<file path="config.mk">
export PLATFORM = sky130hd
export DESIGN_NAME = clock_time_ctrl
export DESIGN_NICKNAME = d
export VERILOG_FILES = /design/src/rtl/clock_time_ctrl.sv
export SDC_FILE = /design/constraint.sdc
export NUM_CORES = 1
export LEC_CHECK = 0
export ABC_AREA = 1
export BUFFER_PORTS_ARGS = -buffer_cell sky130_fd_sc_hd__buf_2
export CAP_MARGIN = 10
export CORE_MARGIN = 3
export CORE_UTILIZATION = 49
export DETAILED_ROUTE_END_ITERATION = 16
export HOLD_SLACK_MARGIN = 0.05
export PLACE_DENSITY = 0.71
export SLEW_MARGIN = 20
export SYNTH_ARGS = -nofsm -noshare
export SYNTH_HDL_FRONTEND = slang
export SYNTH_SLANG_ARGS = --single-unit
</file>
<file path="constraint.sdc">
create_clock -name clk -period 1.75 [get_ports clk]
set_input_delay 0.0875 -clock clk [delete_from_list [all_inputs] [get_ports clk]]
set_output_delay 0.0875 -clock clk [all_outputs]
set_load 0.02 [all_outputs]
</file>
<file path="src/rtl/clock_time_ctrl.sv">
// 24-hour HH:MM:SS clock with debounced mode/inc buttons and a blinking set mode; all outputs registered.
// Define CLOCK_ALARM_EN to add the SET_ALARM state, the alarm registers and the alarm compare.
module clock_time_ctrl #(
  parameter int TICKS_PER_SEC   = 50_000_000,
  parameter int DEBOUNCE_CYCLES = 500_000
) (
  input  logic       clk,
  input  logic       reset,
  input  logic       btn_mode,
  input  logic       btn_inc,
  output logic [8:0] houres,
  output logic [5:0] minute,
  output logic [5:0] seconds,
  output logic [1:0] mode,
  output logic       blank_hours,
  output logic       blank_minutes,
  output logic       alarm
);

  localparam int PS_W = $clog2(TICKS_PER_SEC);
  localparam int DB_W = $clog2(DEBOUNCE_CYCLES + 1);
  localparam logic [PS_W-1:0] PS_LAST = PS_W'(TICKS_PER_SEC - 1);
  localparam logic [PS_W-1:0] PS_HALF = PS_W'(TICKS_PER_SEC / 2);
  localparam logic [DB_W-1:0] DB_LAST = DB_W'(DEBOUNCE_CYCLES - 1);

  typedef enum logic [1:0] {
    RUN       = 2'd0,
    SET_HOUR  = 2'd1,
    SET_MIN   = 2'd2,
    SET_ALARM = 2'd3
  } mode_e;

  function automatic logic [5:0] inc59(input logic [5:0] v);
    return (v == 6'd59) ? 6'd0 : v + 6'd1;
  endfunction

  function automatic logic [4:0] inc23(input logic [4:0] v);
    return (v == 5'd23) ? 5'd0 : v + 5'd1;
  endfunction

  // Bit 0 is the mode button, bit 1 the inc button.
  logic [1:0]      btn_raw;
  logic [1:0]      sync1_q, sync2_q, level_q, press_q;
  logic [DB_W-1:0] db_cnt_q [2];
  logic            mode_press, inc_press;

  assign btn_raw = {btn_inc, btn_mode};

  always_ff @(posedge clk) begin
    if (reset) begin
      sync1_q <= '0;
      sync2_q <= '0;
      level_q <= '0;
      press_q <= '0;
      for (int b = 0; b < 2; b++) db_cnt_q[b] <= '0;
    end else begin
      sync1_q <= btn_raw;
      sync2_q <= sync1_q;
      for (int b = 0; b < 2; b++) begin
        press_q[b] <= 1'b0;
        if (sync2_q[b] != level_q[b]) begin
          if (db_cnt_q[b] == DB_LAST) begin
            db_cnt_q[b] <= '0;
            level_q[b]  <= sync2_q[b];
            press_q[b]  <= sync2_q[b];
          end else begin
            db_cnt_q[b] <= db_cnt_q[b] + 1'b1;
          end
        end else begin
          db_cnt_q[b] <= '0;
        end
      end
    end
  end

  assign mode_press = press_q[0];
  assign inc_press  = press_q[1];

  mode_e           mode_q, mode_d;
  logic [PS_W-1:0] presc_q, presc_d;
  logic [4:0]      hours_q, hours_d;
  logic [5:0]      min_q, min_d;
  logic [5:0]      sec_q, sec_d;
  logic            phase_q, phase_d;
  logic            blank_h_q, blank_h_d;
  logic            blank_m_q, blank_m_d;
  logic            tick;
`ifdef CLOCK_ALARM_EN
  logic [4:0]      alarm_h_q, alarm_h_d;
  logic [5:0]      alarm_m_q, alarm_m_d;
  logic            dismissed_q, dismissed_d;
  logic            alarm_q, alarm_d;
  logic [4:0]      disp_h_q, disp_h_d;
  logic [5:0]      disp_m_q, disp_m_d;
`endif

  always_comb begin
    mode_d  = mode_q;
    presc_d = (presc_q == PS_LAST) ? '0 : presc_q + 1'b1;
    hours_d = hours_q;
    min_d   = min_q;
    sec_d   = sec_q;
    phase_d = phase_q;
    tick    = (mode_q == RUN) && (presc_q == PS_LAST);
`ifdef CLOCK_ALARM_EN
    alarm_h_d = alarm_h_q;
    alarm_m_d = alarm_m_q;
`endif

    // The prescaler keeps running in SET states so the blink phase stays alive.
    if (presc_q == '0 || presc_q == PS_HALF) phase_d = ~phase_q;

    if (tick && !mode_press) begin
      sec_d = inc59(sec_q);
      if (sec_q == 6'd59) begin
        min_d = inc59(min_q);
        if (min_q == 6'd59) hours_d = inc23(hours_q);
      end
    end

    if (mode_press) begin
      case (mode_q)
        RUN: begin
          mode_d  = SET_HOUR;
          sec_d   = '0;
          presc_d = '0;
        end
        SET_HOUR: mode_d = SET_MIN;
        SET_MIN: begin
`ifdef CLOCK_ALARM_EN
          mode_d = SET_ALARM;
`else
          mode_d  = RUN;
          presc_d = '0;
`endif
        end
        default: begin
          mode_d  = RUN;
          presc_d = '0;
        end
      endcase
    end else if (inc_press) begin
      case (mode_q)
        SET_HOUR: hours_d = inc23(hours_q);
        SET_MIN:  min_d   = inc59(min_q);
`ifdef CLOCK_ALARM_EN
        SET_ALARM: begin
          alarm_m_d = inc59(alarm_m_q);
          if (alarm_m_q == 6'd59) alarm_h_d = inc23(alarm_h_q);
        end
`endif
        default: ;
      endcase
    end

`ifdef CLOCK_ALARM_EN
    // A fresh minute re-arms the alarm; a press in RUN silences it for the current minute.
    dismissed_d = dismissed_q;
    if (min_d != min_q) dismissed_d = 1'b0;
    if (inc_press && !mode_press && mode_q == RUN) dismissed_d = 1'b1;

    disp_h_d = (mode_d == SET_ALARM) ? alarm_h_d : hours_d;
    disp_m_d = (mode_d == SET_ALARM) ? alarm_m_d : min_d;
    alarm_d  = (mode_d == RUN) && (hours_d == alarm_h_d) && (min_d == alarm_m_d) && !dismissed_d;
`endif

    blank_h_d = phase_d && (mode_d == SET_HOUR || mode_d == SET_ALARM);
    blank_m_d = phase_d && (mode_d == SET_MIN  || mode_d == SET_ALARM);
  end

  always_ff @(posedge clk) begin
    if (reset) begin
      mode_q      <= RUN;
      presc_q     <= '0;
      hours_q     <= '0;
      min_q       <= '0;
      sec_q       <= '0;
      phase_q     <= 1'b0;
      blank_h_q   <= 1'b0;
      blank_m_q   <= 1'b0;
`ifdef CLOCK_ALARM_EN
      alarm_h_q   <= '0;
      alarm_m_q   <= '0;
      dismissed_q <= 1'b0;
      alarm_q     <= 1'b0;
      disp_h_q    <= '0;
      disp_m_q    <= '0;
`endif
    end else begin
      mode_q      <= mode_d;
      presc_q     <= presc_d;
      hours_q     <= hours_d;
      min_q       <= min_d;
      sec_q       <= sec_d;
      phase_q     <= phase_d;
      blank_h_q   <= blank_h_d;
      blank_m_q   <= blank_m_d;
`ifdef CLOCK_ALARM_EN
      alarm_h_q   <= alarm_h_d;
      alarm_m_q   <= alarm_m_d;
      dismissed_q <= dismissed_d;
      alarm_q     <= alarm_d;
      disp_h_q    <= disp_h_d;
      disp_m_q    <= disp_m_d;
`endif
    end
  end

`ifdef CLOCK_ALARM_EN
  assign houres = {4'b0000, disp_h_q};
  assign minute = disp_m_q;
  assign alarm  = alarm_q;
`else
  assign houres = {4'b0000, hours_q};
  assign minute = min_q;
  assign alarm  = 1'b0;
`endif
  assign seconds       = sec_q;
  assign mode          = mode_q;
  assign blank_hours   = blank_h_q;
  assign blank_minutes = blank_m_q;

endmodule

</file>
==> results of run 1 <==
-- layout make-up --
cell class                 count  share of cell area
tap                          133              0.0260
multi-input combinational    540               0.449
timing repair buffer          73              0.0814
inverter                      95              0.0558
clock buffer                  10              0.0233
sequential                    94               0.357
clock inverter                 6             0.00743
-- cells in the mapped netlist --
cell        n  area [µm²]
nand3_1    38         190
nand2_2     9        56.3
nor2_1    127         477
nor4_1      6        37.5
nand3b_1    5        37.5
buf_4       7        52.6
dfxtp_1    56        1120
buf_2       4        20.0
a21oi_1    35         175
ha_1        7        87.6
nor2_8      1        20.0
nand2_4     2        22.5
o21ai_0    11        55.1
inv_2       4        15.0
nor3_2      3        30.0
conb_1      2        7.51
a31oi_1     3        18.8
buf_6       2        22.5
o22ai_1     1        6.26
or2_2       7        43.8
nor3_1     30         150
nand4_1    24         150
o21bai_1    1        7.51
a21boi_0    1        7.51
nor2_4      4        45.0
nand2_1   145         544
a211oi_1    1        7.51
edfxtp_1   38        1140
xnor2_1     6        52.6
inv_1      91         342
nor2_2      9        56.3
xor2_1     14         123
nand3_2     1        10.0
nor3b_1     6        45.0
-- final timing paths --
path | startpoint | to | slack [ns] | cells after the start
worst min-delay path | sync1_q[0] | sync2_q[0] | 0.41 | 2
worst min register to register | sync1_q[0] | sync2_q[0] | 0.41 | 2
worst max-delay path | db_cnt_q[0][1] | db_cnt_q[0][16] | 0.02 | 11
worst max register to register | db_cnt_q[0][1] | db_cnt_q[0][16] | 0.02 | 11
-- worst register-to-register path, stage by stage, from the launching register on --
cell      delay, ns
edfxtp_1       0.37
ha_2           0.20
nand2_2        0.08
nor2_4         0.12
inv_2          0.06
nor2_4         0.10
nand2_2        0.08
nor2_4         0.13
nand3_2        0.10
xnor2_2        0.14
nand2_1        0.09
inv_1          0.04
-- flip-flops by register name (all words and copies together) (netlist names) --
register	count
blank_hours	1
blank_minutes	1
db_cnt_q	38
hours_q	5
level_q	2
minute	6
mode	2
phase_q	1
presc_q	26
press_q	2
seconds	6
sync1_q	2
sync2_q	2
-- stage by stage --
stage / cells / hold WS (ns)
2_1_floorplan: 742 / 0.194
3_3_place_gp: 911 / 0.288
3_5_place_dp: 911 / 0.296
4_1_cts: 933 / 0.412
5_1_grt: 951 / 0.441
6_report: 951 / 0.407
-- power groups by stage --
stage / clock, mW / combinational [mW] / sequential (mW)
after floorplan: 0 / 0.156 / 2.41
after global placement: 0 / 0.193 / 2.42
final: 1.43 / 0.242 / 2.37
after CTS: 1.48 / 0.210 / 2.37
after global routing: 1.56 / 0.277 / 2.38
after detailed placement: 0 / 0.199 / 2.42
-- layer usage --
layer  wire (µm)  global-route usage  vias to the layer above
met5           0                   0                        -
met2        5530               0.335                       85
li1            -                   -                     2441
met3         375              0.0272                        7
met4          76              0.0478                        0
met1        5130               0.242                     2198
-- what timing repair did --
action / in CTS / in global routing
hold endpoints to repair: 7 / 0
setup endpoints to repair: 27 / 80
setup buffers: 1 / 18
resized for setup: 6 / 77
hold buffers: 5 / 0
cloned: 0 / 0
pin swaps: 1 / 18
-- cell families after synthesis --
kind of cell | Yosys count | share of synthesized area
buffers and inverters | 108 | 0.0872
DFF | 94 | 0.437
other | 2 | 0.00145
adders and majority gates | 7 | 0.0169
AOI/OAI and AO/OA | 53 | 0.0537
xor gates and xnor gates | 20 | 0.0338
and+or+nand+nor | 417 | 0.370
==> metrics.md, run 1 <==
| Metric | Value |
|---|---|
| Status | `finished, final reports clean` |
| Final Cell Area | `~0.0064 mm²` |
| GRT overflow | `0` |
| DRC | `0` |
| Footprint of the multi-input gates | `between 0.002 and 0.003 mm²` |
| # diodes | `0` |
| Layout area overhead | `23.5%` |
| Post-DP HPWL | `approximately 8000 µm` |
| Clk root buf | `clkbuf_8` |
| Period minus WS final | `~1.7 ns` |
| Initial antenna violation count | `0` |
| Largest net degree at the start of global routing | `18` |
| Die Y | `between 100 and 150 µm` |
| Wire length per cell | `about 12 µm` |
| Clk_lat worst skew | `0.35 ns` |
| Worst slack, placed | `-0.0554 ns` |
| Synth Register Bits | `between 90 and 100` |
| Post-synth cell types | `34` |
| Fillers | `between 800 and 900` |
| Max incr delay on CP | `0.37 ns` |
| NetSw | `a little over 1 mW` |
| P_int | `between 3 and 4 mW` |
| Clock Skew | `between 0.01 and 0.015 ns` |
| I/O Buffers | `24` |
| WP data arrival | `roughly 1.9 ns` |
| Die W | `between 100 and 150 µm` |
| CTS Buffer Depth | `2` |
| RePlAce Congestion | `between 0.9 and 1` |
| Final hold violations | `0` |
| LEAKAGE | `around 2.6 nW` |
| WL final | `about 11000 µm` |
| Vias per cell | `4.97` |
| Power Total | `between 4 and 5 mW` |
| Final #Nets | `between 800 and 900` |
| Critical path class | `reg -> reg` |
| I/O pin total | `30` |
| Final setup vio count | `0` |
| CP Max Fanout | `3` |
| Via Count | `4731` |
| Clk network pwr share | `0.354` |
| Reg power frac | `0.587` |
| Starting DRT DRC Count | `approximately 220` |
| Top Family by Delay on Critical Path | `simple AND/OR/NAND/NOR gates` |
| Max-cap violations | `0` |
| Cell Pwr Density | `~630 mW/mm²` |
| Most frequent CP cell | `nor2_4` |
| TNS Setup | `0 ns` |
| Reg clk slew, reported paths | `around 0.10 ns` |
| TritonCTS clock tree | `done` |
| Setup ws final | `slightly below 0.02 ns` |
| Std cell rows | `36` |
| Vias in the first global route | `around 4400` |
| Crit path required time | `1.87 ns` |
| Antenna viol nets, final | `0` |
| Die area | `around 0.012 mm²` |
| Slowest-stage cell, CP | `edfxtp_1` |
| Post-synthesis sequential area ratio | `0.437` |
| Worst setup EP type | `register` |
| CP startpoint kind | `register` |
| Clock sink count | `94` |
| FMAX | `just under 0.6 GHz` |
| Detailed Routing Iterations Pass 1 | `4` |
| H-tree depth | `3` |
| Gate power share | `0.060` |
| Yosys warns | `0` |
| Commonest non-fill, non-tap cells in the layout | `nand2_1 (138), nor2_1 (117), inv_1 (84), conb_1 (43), buf_4 (41)` |
| Final Cycle Share | `0.989` |
| RSZ-0062 raised after global routing | `true` |
| Clock buffer count from CTS | `9` |
| Placed inst area | `around 0.0057 mm²` |
| Worst Hold Class | `reg -> reg` |
| FF/Latch Area | `~0.0023 mm²` |
| Core ar. | `between 0.009 and 0.01 mm²` |
| Commonest non-fill, non-tap cell in the layout | `nand2_1` |
| Initial Util | `0.518` |
| Share of layout cells above drive strength 1 | `0.230` |
| Cells after synthesis | `701` |
| Post-Syn Area per Cell | `approximately 7.4 µm²` |
| Global-route wire length before repair | `about 19000 µm` |
| Final Max Tran Viols | `0` |
| CP Cell Sequence | `ha_2 -> nand2_2 -> nor2_4 -> inv_2 -> nor2_4 -> nand2_2 -> nor2_4 -> nand3_2 -> xnor2_2 -> nand2_1 -> inv_1` |
| Gr usage total | `0.189` |
| Crit path buffers/inverters | `2` |
| Maximum vdd drop | `approximately 450 µV` |
| Final Core Density | `0.640` |
| Post-Syn Area | `0.00518 mm²` |
| Net Sw Frac | `0.249` |
Power figures use the tool's default switching activity.
==> run 2: changes to the inputs <==
--- a/config.mk
+++ b/config.mk
@@ -8,11 +8,13 @@
 export ABC_AREA = 1
 export BUFFER_PORTS_ARGS = -buffer_cell sky130_fd_sc_hd__buf_2
 export CAP_MARGIN = 10
+export CELL_PAD_IN_SITES_DETAIL_PLACEMENT = 1
+export CELL_PAD_IN_SITES_GLOBAL_PLACEMENT = 1
 export CORE_MARGIN = 3
-export CORE_UTILIZATION = 49
+export CORE_UTILIZATION = 41
 export DETAILED_ROUTE_END_ITERATION = 16
 export HOLD_SLACK_MARGIN = 0.05
-export PLACE_DENSITY = 0.71
+export PLACE_DENSITY = 0.79
 export SLEW_MARGIN = 20
 export SYNTH_ARGS = -nofsm -noshare
 export SYNTH_HDL_FRONTEND = slang
==> run 2 against run 1 <==
Compared with the run above:
- the run now ends with setup timing left
- first-iteration DRC count is 31% higher
- maximum frequency is 2.9% lower
- global-route usage is 1.8 points higher
- clock skew is 0.0056 ns lower
- final cell count is 5.9% higher
- flip-flop and latch count stayed put
- non-clock buffer count is 19 higher
- sequential share of layout area is 2.2 points lower
- hold slack better by 0.010 ns
- total power is 16% higher
==> metrics.md, run 2 (synthesis gave the netlist of run 1 again) <==
| Metric | Value |
|---|---|
| RePlAce Congestion | `0.852 (was 0.907)` |
| Net Sw Frac | `0.244 (was 0.249)` |
| Final Max Tran Viols | `0 (unchanged)` |
| GRT overflow | `0 (unchanged)` |
| Die W | `118 µm (was 109 µm)` |
| TritonCTS clock tree | `done (unchanged)` |
| Commonest non-fill, non-tap cells in the layout | `nand2_1 (130), nor2_1 (115), inv_1 (79), buf_4 (59), dfxtp_1 (44) (was nand2_1 (138), nor2_1 (117), inv_1 (84), conb_1 (43), buf_4 (41))` |
| Vias in the first global route | `5232 (was 4421)` |
| Die area | `0.0140 mm² (was 0.0118 mm²)` |
| Clk_lat worst skew | `0.36 ns (was 0.35 ns)` |
| Die Y | `118 µm (was 109 µm)` |
| Commonest non-fill, non-tap cell in the layout | `nand2_1 (unchanged)` |
| I/O Buffers | `24 (unchanged)` |
| Clock buffer count from CTS | `9 (unchanged)` |
| Final Cycle Share | `1.02 (was 0.989)` |
| Vias per cell | `5.05 (was 4.97)` |
| LEAKAGE | `2.79 nW (was 2.64 nW)` |
| Initial Util | `0.426 (was 0.518)` |
| Wire length per cell | `15.7 µm (was 11.7 µm)` |
| Gate power share | `0.061 (was 0.060)` |
| Reg2Reg Launch Point | `db_cnt_q[1][0] (was db_cnt_q[0][1])` |
| Setup ws final | `-0.0325 ns (was 0.0194 ns)` |
| Max FFs per register | `38 (unchanged)` |
| Dpl cells | `969 (was 911)` |
| Worst Setup SP | `db_cnt_q[1][0] (was db_cnt_q[0][1])` |
| Largest net degree at the start of global routing | `17 (was 18)` |
| Crit path required time | `1.87 ns (about the same)` |
| Antenna viol nets, final | `0 (unchanged)` |
| Failing checks | `setup timing` |
| Largest registers | `db_cnt_q: 38 flops, presc_q: 26 flops (unchanged)` |
| P_int | `3.55 mW (was 3.04 mW)` |
| Maximum vdd drop | `373 µV (was 448 µV)` |
| Period minus WS final | `1.78 ns (was 1.73 ns)` |
| Share of layout cells above drive strength 1 | `0.267 (was 0.230)` |
| Largest Register | `db_cnt_q (unchanged)` |
| Finished Layout Cells | `1007 (was 951)` |
| Final #Nets | `845 (was 824)` |
| # diodes | `0 (unchanged)` |
| Worst setup EP type | `register (unchanged)` |
| Clk network pwr share | `0.432 (was 0.354)` |
| Power Total | `4.69 mW (was 4.05 mW)` |
| CP startpoint kind | `register (unchanged)` |
| CP Max Fanout | `4 (was 3)` |
| Worst Hold Class | `reg -> reg (unchanged)` |
| Final hold violations | `0 (unchanged)` |
| H-tree depth | `3 (unchanged)` |
| Critical path class | `reg -> reg (unchanged)` |
| Clock Skew | `0.00797 ns (was 0.0136 ns)` |
| Post-DP HPWL | `10700 µm (was 8030 µm)` |
| Final setup vio count | `4 (was 0)` |
| Reg clk slew, reported paths | `0.07 ns (was 0.10 ns)` |
| Starting DRT DRC Count | `284 (was 216)` |
| Core ar. | `0.0122 mm² (was 0.0100 mm²)` |
| Fillers | `1533 (was 893)` |
| Clock sink count | `94 (unchanged)` |
| Clk root buf | `clkbuf_16 (was clkbuf_8)` |
| WL final | `15800 µm (was 11100 µm)` |
| Detailed Routing Iterations Pass 1 | `4 (unchanged)` |
| Initial antenna violation count | `0 (unchanged)` |
| Gr usage total | `0.207 (was 0.189)` |
| Reg power frac | `0.507 (was 0.587)` |
| I/O pin total | `30 (unchanged)` |
| DRC | `0 (unchanged)` |
| NetSw | `1.14 mW (was 1.01 mW)` |
| Layout area overhead | `31.4% (was 23.5%)` |
| RSZ-0062 raised after global routing | `true (unchanged)` |
| Hold_sp | `sync1_q[1] (was sync1_q[0])` |
| Global-route wire length before repair | `24000 µm (was 18600 µm)` |
| FMAX | `0.561 GHz (was 0.578 GHz)` |
| Cell Pwr Density | `689 mW/mm² (was 633 mW/mm²)` |
| Status | `finished with violations (was finished, final reports clean)` |
| Std cell rows | `40 (was 36)` |
| Max-cap violations | `0 (unchanged)` |
| Via Count | `5089 (was 4731)` |
| CTS Buffer Depth | `2 (unchanged)` |
| WP data arrival | `1.90 ns (was 1.85 ns)` |
run 2: cell types whose count changed in the layout (fill, tap and decap cells not counted), sizes merged:
cell         before  now
buf              68   89
bufinv            0    1
clkbuf           10    9
clkinv            1    2
clkinvlp          1    2
dlygate4sd3       5    3
inv              99   97
nand2           156  158
run 2: layout make-up:
type	instances	area (µm²)	share of cell area
well taps	168	210	0.0309
clock buffers	9	225	0.0331
inverters	95	359	0.0528
flip-flops and latches	94	2280	0.336
repair buffers	92	687	0.101
multi-input cells	542	2970	0.436
clock inverters	7	72.6	0.0107
run 2: metrics by stage:
| step | area [µm²] | utilization | hold slack (ns) | TNS, ns | worst slack, ns |
|---|---|---|---|---|---|
| after floorplan | 5330 | - | 0.194 | 0 | 0.0640 |
| after global placement | 5950 | 0.489 | 0.310 | -0.0446 | -0.0133 |
| after global routing | 6800 | 0.559 | 0.449 | -1.49 | -0.159 |
| final | 6800 | 0.559 | 0.417 | -0.0799 | -0.0325 |
| after CTS | 6380 | 0.525 | 0.421 | -0.00851 | -0.00516 |
| after detailed placement | 5950 | 0.489 | 0.312 | -0.772 | -0.0483 |
run 2: power groups by stage:
stage	Sequential, mW	Combinational, mW	Clock, mW
4_1_cts	2.37	0.246	2.07
6_report	2.38	0.287	2.03
2_1_floorplan	2.41	0.156	0
3_3_place_gp	2.41	0.219	0
3_5_place_dp	2.42	0.229	0
5_1_grt	2.38	0.321	2.17
run 2: path summary, 6_finish.rpt:
path | end | slack, ns | cells after the start
hold reg to reg | sync2_q[1] | 0.42 | 2
setup reg to reg | db_cnt_q[1][18] | -0.03 | 8
hold / removal | sync2_q[1] | 0.42 | 2
setup / recovery | db_cnt_q[1][18] | -0.03 | 8
run 2: repair_timing:
| action | 4_1_cts | 5_1_grt |
|---|---|---|
| hold endpoints to repair | 3 | 0 |
| gates cloned | 0 | 2 |
| pin swaps | 4 | 25 |
| hold buffers | 3 | 0 |
| resized for setup | 16 | 91 |
| buffers inserted | 3 | 14 |
| setup endpoints to repair | 35 | 68 |
run 2: per-layer routing:
layer  routed length, µm  vias to the layer above  global-route usage
li1                    -                     2489                   -
met1                6530                     2488               0.242
met2                8590                       82               0.385
met3                 351                       30              0.0254
met4                 320                        0              0.0753
met5                   0                        -                   0
run 2: critical path, stage by stage, from the launching register on:
cell      delay [ns]
edfxtp_1        0.42
ha_4            0.17
nand3_4         0.09
nor2_4          0.11
nand4_1         0.25
nor2_4          0.23
nand3_2         0.11
nor2_2          0.11
nor2_1          0.06
